$ cat config.mk
export PLATFORM = sky130hd
export DESIGN_NAME = pair_match_ctrl
export DESIGN_NICKNAME = d
export VERILOG_FILES = /design/src/rtl/game_pkg.sv /design/src/rtl/match_board.sv /design/src/rtl/pair_match_ctrl.sv
export SDC_FILE = /design/constraint.sdc
export NUM_CORES = 1
export LEC_CHECK = 0
export BUFFER_PORTS_ARGS = -buffer_cell sky130_fd_sc_hd__buf_2
export CAP_MARGIN = 20
export CORE_AREA = 2 2 76 150
export CTS_CLUSTER_DIAMETER = 30
export CTS_CLUSTER_SIZE = 24
export DETAILED_ROUTE_END_ITERATION = 12
export DIE_AREA = 0 0 78 152
export PLACE_DENSITY = 0.72
export RECOVER_POWER = 100
export SYNTH_ARGS = -nofsm -noshare
export SYNTH_HDL_FRONTEND = slang
export SYNTH_HIERARCHICAL = 1
export SYNTH_SLANG_ARGS = --single-unit
$ cat constraint.sdc
create_clock -name clk -period 8.7 [get_ports clk]
set_clock_uncertainty 0.15 [all_clocks]
set_input_delay 0 -clock clk [delete_from_list [all_inputs] [get_ports clk]]
set_output_delay 0 -clock clk [all_outputs]
set_load 0.01 [all_outputs]
$ cat src/rtl/game_pkg.sv
// Shared types and constants for the memory-game turn controller.
// Card and FSM encodings are visible on the outputs, so their values are fixed.
package game_pkg;

  localparam int MAX_CARDS = 16;
  localparam int IDX_W     = $clog2(MAX_CARDS);

  typedef enum logic [1:0] {
    HIDDEN = 2'd0,
    FACEUP = 2'd1,
    OWN_P1 = 2'd2,
    OWN_P2 = 2'd3
  } card_t;

  typedef enum logic [2:0] {
    PICK1   = 3'd0,
    PICK2   = 3'd1,
    SHOW    = 3'd2,
    RESOLVE = 3'd3,
    DONE    = 3'd4
  } fsm_t;

  // 1 = P1 ahead, 2 = P2 ahead, 3 = tie
  function automatic logic [1:0] winner_of(input logic [3:0] s1, input logic [3:0] s2);
    if (s1 > s2)      return 2'd1;
    else if (s2 > s1) return 2'd2;
    else              return 2'd3;
  endfunction

endpackage

$ cat src/rtl/match_board.sv
// Per-card state array: face-up write port plus a pair port that either
// claims both cards for a player or hides both again.
module match_board
  import game_pkg::*;
#(
  parameter int N_CARDS = 16
) (
  input  logic                   clk,
  input  logic                   rst,
  input  logic                   fu_en_i,
  input  logic [IDX_W-1:0]       fu_idx_i,
  input  logic                   own_en_i,
  input  logic                   own_player_i,
  input  logic                   clr_en_i,
  input  logic [IDX_W-1:0]       pair_a_i,
  input  logic [IDX_W-1:0]       pair_b_i,
  output logic [2*N_CARDS-1:0]   card_state_o
);

  card_t cards_q [N_CARDS];
  card_t cards_d [N_CARDS];

  // Pair writes win over the face-up port; the FSM never issues both at once.
  always_comb begin
    for (int i = 0; i < N_CARDS; i++) begin
      cards_d[i] = cards_q[i];
      if ((pair_a_i == IDX_W'(i)) || (pair_b_i == IDX_W'(i))) begin
        if (clr_en_i)      cards_d[i] = HIDDEN;
        else if (own_en_i) cards_d[i] = own_player_i ? OWN_P2 : OWN_P1;
      end
      if (fu_en_i && (fu_idx_i == IDX_W'(i)) && !clr_en_i && !own_en_i)
        cards_d[i] = FACEUP;
    end
  end

  always_ff @(posedge clk) begin
    if (rst) begin
      for (int i = 0; i < N_CARDS; i++) cards_q[i] <= HIDDEN;
    end else begin
      cards_q <= cards_d;
    end
  end

  always_comb begin
    card_state_o = '0;
    for (int i = 0; i < N_CARDS; i++) card_state_o[2*i +: 2] = cards_q[i];
  end

endmodule

$ cat src/rtl/pair_match_ctrl.sv
// Turn controller for the memory game: cursor, two-card pick, timed show,
// resolve/score and player hand-over, ending in a terminal DONE state.
module pair_match_ctrl
  import game_pkg::*;
#(
  parameter int N_CARDS     = 16,
  parameter int LABEL_W     = 4,
  parameter int SHOW_CYCLES = 8
) (
  input  logic                         clk,
  input  logic                         rst,
  input  logic                         move,
  input  logic                         select,
  input  logic [N_CARDS*LABEL_W-1:0]   labels,
  output logic [3:0]                   cursor,
  output logic [2*N_CARDS-1:0]         card_state,
  output logic                         player,
  output logic [3:0]                   score_p1,
  output logic [3:0]                   score_p2,
  output logic                         game_over,
  output logic [1:0]                   winner,
  output logic [2:0]                   fsm_state
);

  localparam int CNT_W = (SHOW_CYCLES > 1) ? $clog2(SHOW_CYCLES) : 1;

  fsm_t             state_q, state_d;
  logic [IDX_W-1:0] cursor_q, cursor_d;
  logic [IDX_W-1:0] first_q, first_d;
  logic [IDX_W-1:0] second_q, second_d;
  logic [CNT_W-1:0] cnt_q, cnt_d;
  logic             player_q, player_d;
  logic [3:0]       score1_q, score1_d;
  logic [3:0]       score2_q, score2_d;
  logic             game_over_q, game_over_d;

  logic             fu_en, own_en, clr_en;
  logic             cur_hidden;
  logic             labels_match;
  logic [4:0]       pairs_won;

  match_board #(.N_CARDS(N_CARDS)) u_board (
    .clk          (clk),
    .rst          (rst),
    .fu_en_i      (fu_en),
    .fu_idx_i     (cursor_q),
    .own_en_i     (own_en),
    .own_player_i (player_q),
    .clr_en_i     (clr_en),
    .pair_a_i     (first_q),
    .pair_b_i     (second_q),
    .card_state_o (card_state)
  );

  assign cur_hidden   = (card_state[{cursor_q, 1'b0} +: 2] == HIDDEN);
  assign labels_match = (labels[int'(first_q)*LABEL_W +: LABEL_W] ==
                         labels[int'(second_q)*LABEL_W +: LABEL_W]);
  assign pairs_won    = 5'(score1_d) + 5'(score2_d);

  always_comb begin
    state_d  = state_q;
    cursor_d = cursor_q;
    first_d  = first_q;
    second_d = second_q;
    cnt_d    = cnt_q;
    player_d = player_q;
    score1_d = score1_q;
    score2_d = score2_q;
    fu_en    = 1'b0;
    own_en   = 1'b0;
    clr_en   = 1'b0;

    // Select always acts on the pre-increment cursor.
    if (move && (state_q != DONE))
      cursor_d = (cursor_q == IDX_W'(N_CARDS-1)) ? '0 : cursor_q + 1'b1;

    case (state_q)
      PICK1: begin
        if (select && cur_hidden) begin
          fu_en   = 1'b1;
          first_d = cursor_q;
          state_d = PICK2;
        end
      end
      PICK2: begin
        if (select && cur_hidden && (cursor_q != first_q)) begin
          fu_en    = 1'b1;
          second_d = cursor_q;
          cnt_d    = CNT_W'(SHOW_CYCLES-1);
          state_d  = SHOW;
        end
      end
      SHOW: begin
        if (cnt_q == '0) state_d = RESOLVE;
        else             cnt_d   = cnt_q - 1'b1;
      end
      RESOLVE: begin
        if (labels_match) begin
          own_en = 1'b1;
          if (player_q) score2_d = score2_q + 4'd1;
          else          score1_d = score1_q + 4'd1;
        end else begin
          clr_en   = 1'b1;
          player_d = ~player_q;
        end
        state_d = (pairs_won == 5'(N_CARDS/2)) ? DONE : PICK1;
      end
      DONE:    state_d = DONE;
      default: state_d = PICK1;
    endcase
  end

  assign game_over_d = (state_d == DONE);

  always_ff @(posedge clk) begin
    if (rst) begin
      state_q     <= PICK1;
      cursor_q    <= '0;
      cnt_q       <= '0;
      player_q    <= 1'b0;
      score1_q    <= '0;
      score2_q    <= '0;
      game_over_q <= 1'b0;
    end else begin
      state_q     <= state_d;
      cursor_q    <= cursor_d;
      cnt_q       <= cnt_d;
      player_q    <= player_d;
      score1_q    <= score1_d;
      score2_q    <= score2_d;
      game_over_q <= game_over_d;
    end
  end

  // Picked indices are only meaningful once the FSM has moved past them.
  always_ff @(posedge clk) begin
    first_q  <= first_d;
    second_q <= second_d;
  end

  assign cursor    = 4'(cursor_q);
  assign player    = player_q;
  assign score_p1  = score1_q;
  assign score_p2  = score2_q;
  assign game_over = game_over_q;
  assign winner    = game_over_q ? winner_of(score1_q, score2_q) : 2'd0;
  assign fsm_state = state_q;

endmodule
==> flow_summary.toml <==
[run_status]
status = "complete, but fails checks"
violations = "DRC, capacitance limit, slew limit"

[sta]
rsz0062_at_grt = "false"
tightest_slew_ns = 2.02
setup_tns_ns = 0
min_period_ns = 6.72
slew_headroom = -0.349
setup_viol_count_final = 0
fmax_ghz = 0.149
finalHoldViolCount = 0
finalCritPeriodShare = 0.772
drv_slew = 17
holdWs_ns = 0.105

[clock_network]
h-tree-depth = 3
holdBufCountCts = 2
clockBufferDepth = 2
cts_tree = "yes"
cts_setup_buffers = 0
path_clk_slew_ns = 0.06
cts.sinks = 60
cts_root_buf = "clkbuf_16"
clock_latency_ns = 0.33
cts_resized = 0
cts-buffers-inserted = 9

[finish]
syn2layout_area_growth_pct = 16.6
drive_above_1_share = 0.233
final_nets = 709
diodes = 0
final_util = 0.553

[global_route]
grt.total_usage = 0.263
grt_pass1_vias = 4939
grt.overflow.total = 0
grt_pass1_wl_um = 24800
antenna_found_initial = 0
grt_start_max_net_pins = 50

[critical_path]
crit_required_ns = 8.77
critPathMaxFanout = 29
crit_chain = "clkbuf_1 > mux4_2 > mux4_2 > xnor2_1 > nand3_1 > nor3_2 > clkbuf_1 > nor3b_1 > nand3_1 > o2111a_1"
end_kind = "flop"
cpMaxStageDelayCell = "nor3b_1"
start_kind = "flop"
cp_num_buf_inv = 2
critPathKind = "flop to flop"
critPathTopFamily = "simple AND/OR/NAND/NOR gates"
cpPeakStageDelay_ns = 1.77
crit_arrival_ns = 6.79

[synth]
syn-num-nets = 614
yosys.area.top_type_share = 0.203
synth_area_leaders = "dfxtp_1 (20%), mux4_2 (13%), edfxtp_1 (4.7%)"
yosys_register_bits = 60
synth_edf_count = 8
synth-async-reset-ratio = 0
synth_flop_cell = "dfxtp_1"
ys_seq_area_frac = 0.250
synth_area_sq_um = 5130
synth_area_per_cell_sq_um = 9.64
synth_cell_types = 78
ys_warn_count = 6
netlist_instances = 532
yosys.cell_count.top_type = "dfxtp_1"
synth_top_area_cell = "dfxtp_1"
synth_common_cells = "dfxtp_1 (52), nor2_1 (44), mux4_2 (29), inv_1 (27), nand3_1 (26)"

[power]
p_per_area_nw_per_um2 = 152
ir_worst_vdd_mv = 0.101
swShare = 0.295
power_leakage_nw = 2.21
power_frac_clock = 0.429
power_frac_seq = 0.350
power_uw = 911
combPwrFrac = 0.222
power.switching_uw = 269
intPower_uw = 642

[die]
rows = 54
die_area_sq_um = 11900
fp.dieW_um = 78
initial_core_util = 0.475
fp.dieH_um = 152
io-pin-count = 119
core_area_sq_um = 10800

[detailed_routing]
drt-total-wl_um = 15600
drt-vias-per-instance = 6.35
wl_per_cell_um = 20.2
drt_iter0_markers = 500
drtPass1Iterations = 10
drc = 1
via_count = 4903
antenna_left = 0

[placed_design]
place_hpwl_um = 11500
globalplace.congestion = 0.918
io_buffers = 118

[job]
maxCapViolCount = 1

[worst_hold_path]
min_path_type = "input pin to flop"
worst reg2reg max path: stages (launching register included):
cell      delay (ns)
edfxtp_1        0.67
clkbuf_1        1.12
mux4_2          0.66
mux4_2          0.48
xnor2_1         0.15
nand3_1         0.47
nor3_2          0.11
clkbuf_1        0.57
nor3b_1         1.77
nand3_1         0.22
o2111a_1        0.25
area by class of cell:
cell class	instances	area, sq um
multi-input combinational	399	3490
clock inverter	6	85.1
inverter	28	105
timing repair buffer	129	607
fill	1048	4830
sequential	60	1280
clock buffer	10	239
tap	140	175
stage by stage:
| step | cell area, sq um | setup WS, ns | cells |
|---|---|---|---|
| CTS | 6090 | 3.56 | 772 |
| floorplan | 5130 | 4.28 | 532 |
| detailed placement | 5750 | 3.58 | 754 |
| global route | 5980 | 1.57 | 772 |
| global placement | 5750 | 3.74 | 754 |
| finish | 5980 | 1.98 | 772 |
power by group through the flow:
stage | clock [mW] | sequential, mW | combinational (mW)
global placement | 0 | 0.323 | 0.197
detailed placement | 0 | 0.324 | 0.204
CTS | 0.396 | 0.318 | 0.205
finish | 0.391 | 0.318 | 0.202
floorplan | 0 | 0.308 | 0.165
global route | 0.410 | 0.321 | 0.219
sequential cells by signal, summed over array words and instances (netlist names):
name and cells:
cnt_q 3, cursor 4, first_q 4, fsm_state 3, game_over 1, player 1, score_p1 4, score_p2 4
second_q 4, u_board/card_state_o 32
path summary, 6_finish.rpt:
check	depth (start not counted)	startpoint	endpoint	slack [ns]
max	10	second_q[0]	u_board/card_state_o[23]	1.98
min	3	rst	cursor[0]	0.10
max reg2reg	10	second_q[0]	u_board/card_state_o[23]	1.98
min reg2reg	2	u_board/card_state_o[21]	u_board/card_state_o[21]	0.33
cell families (layout without fill, tap and decap cells):
group | after synthesis | count (layout) | share of synthesized area
xor+xnor | 12 | 12 | 0.0220
compound gates | 128 | 128 | 0.191
buf+inv | 73 | 173 | 0.0637
simple gates | 196 | 196 | 0.242
mux | 49 | 49 | 0.196
fa+ha+maj | 14 | 14 | 0.0356
flops | 60 | 60 | 0.250
placed cells by master, fill, tap and decap left out, types with 5 or more instances in the layout:
cell type and instances:
nand2_1 21, edfxtp_1 8, xnor2_1 6, o22ai_1 6, xor2_1 6, dfxtp_1 52
nand4b_1 9, nand3_1 27, and3_1 13, clkbuf_16 9, mux2i_1 6, a21oi_1 25
clkbuf_1 53, a221o_1 5, and4bb_1 5, inv_1 27, o21ai_0 10, ha_1 13
nor4b_2 7, mux4_1 9, nand2b_1 6, nor3_1 7, a21o_1 11, mux2_2 5
a31o_2 5, nor2b_1 18, buf_2 67, mux4_2 29, o21a_1 5, a22oi_1 5
buf_4 7, a221oi_1 8, nor2_1 44
routing by layer:
layer	part of all wire	GRT usage	vias up
met5	0	0	-
met4	0.043	0.127	0
met2	0.55	0.491	203
met1	0.36	0.279	2382
li1	-	-	2275
met3	0.047	0.0433	43
(Power assumes the default switching activity.)
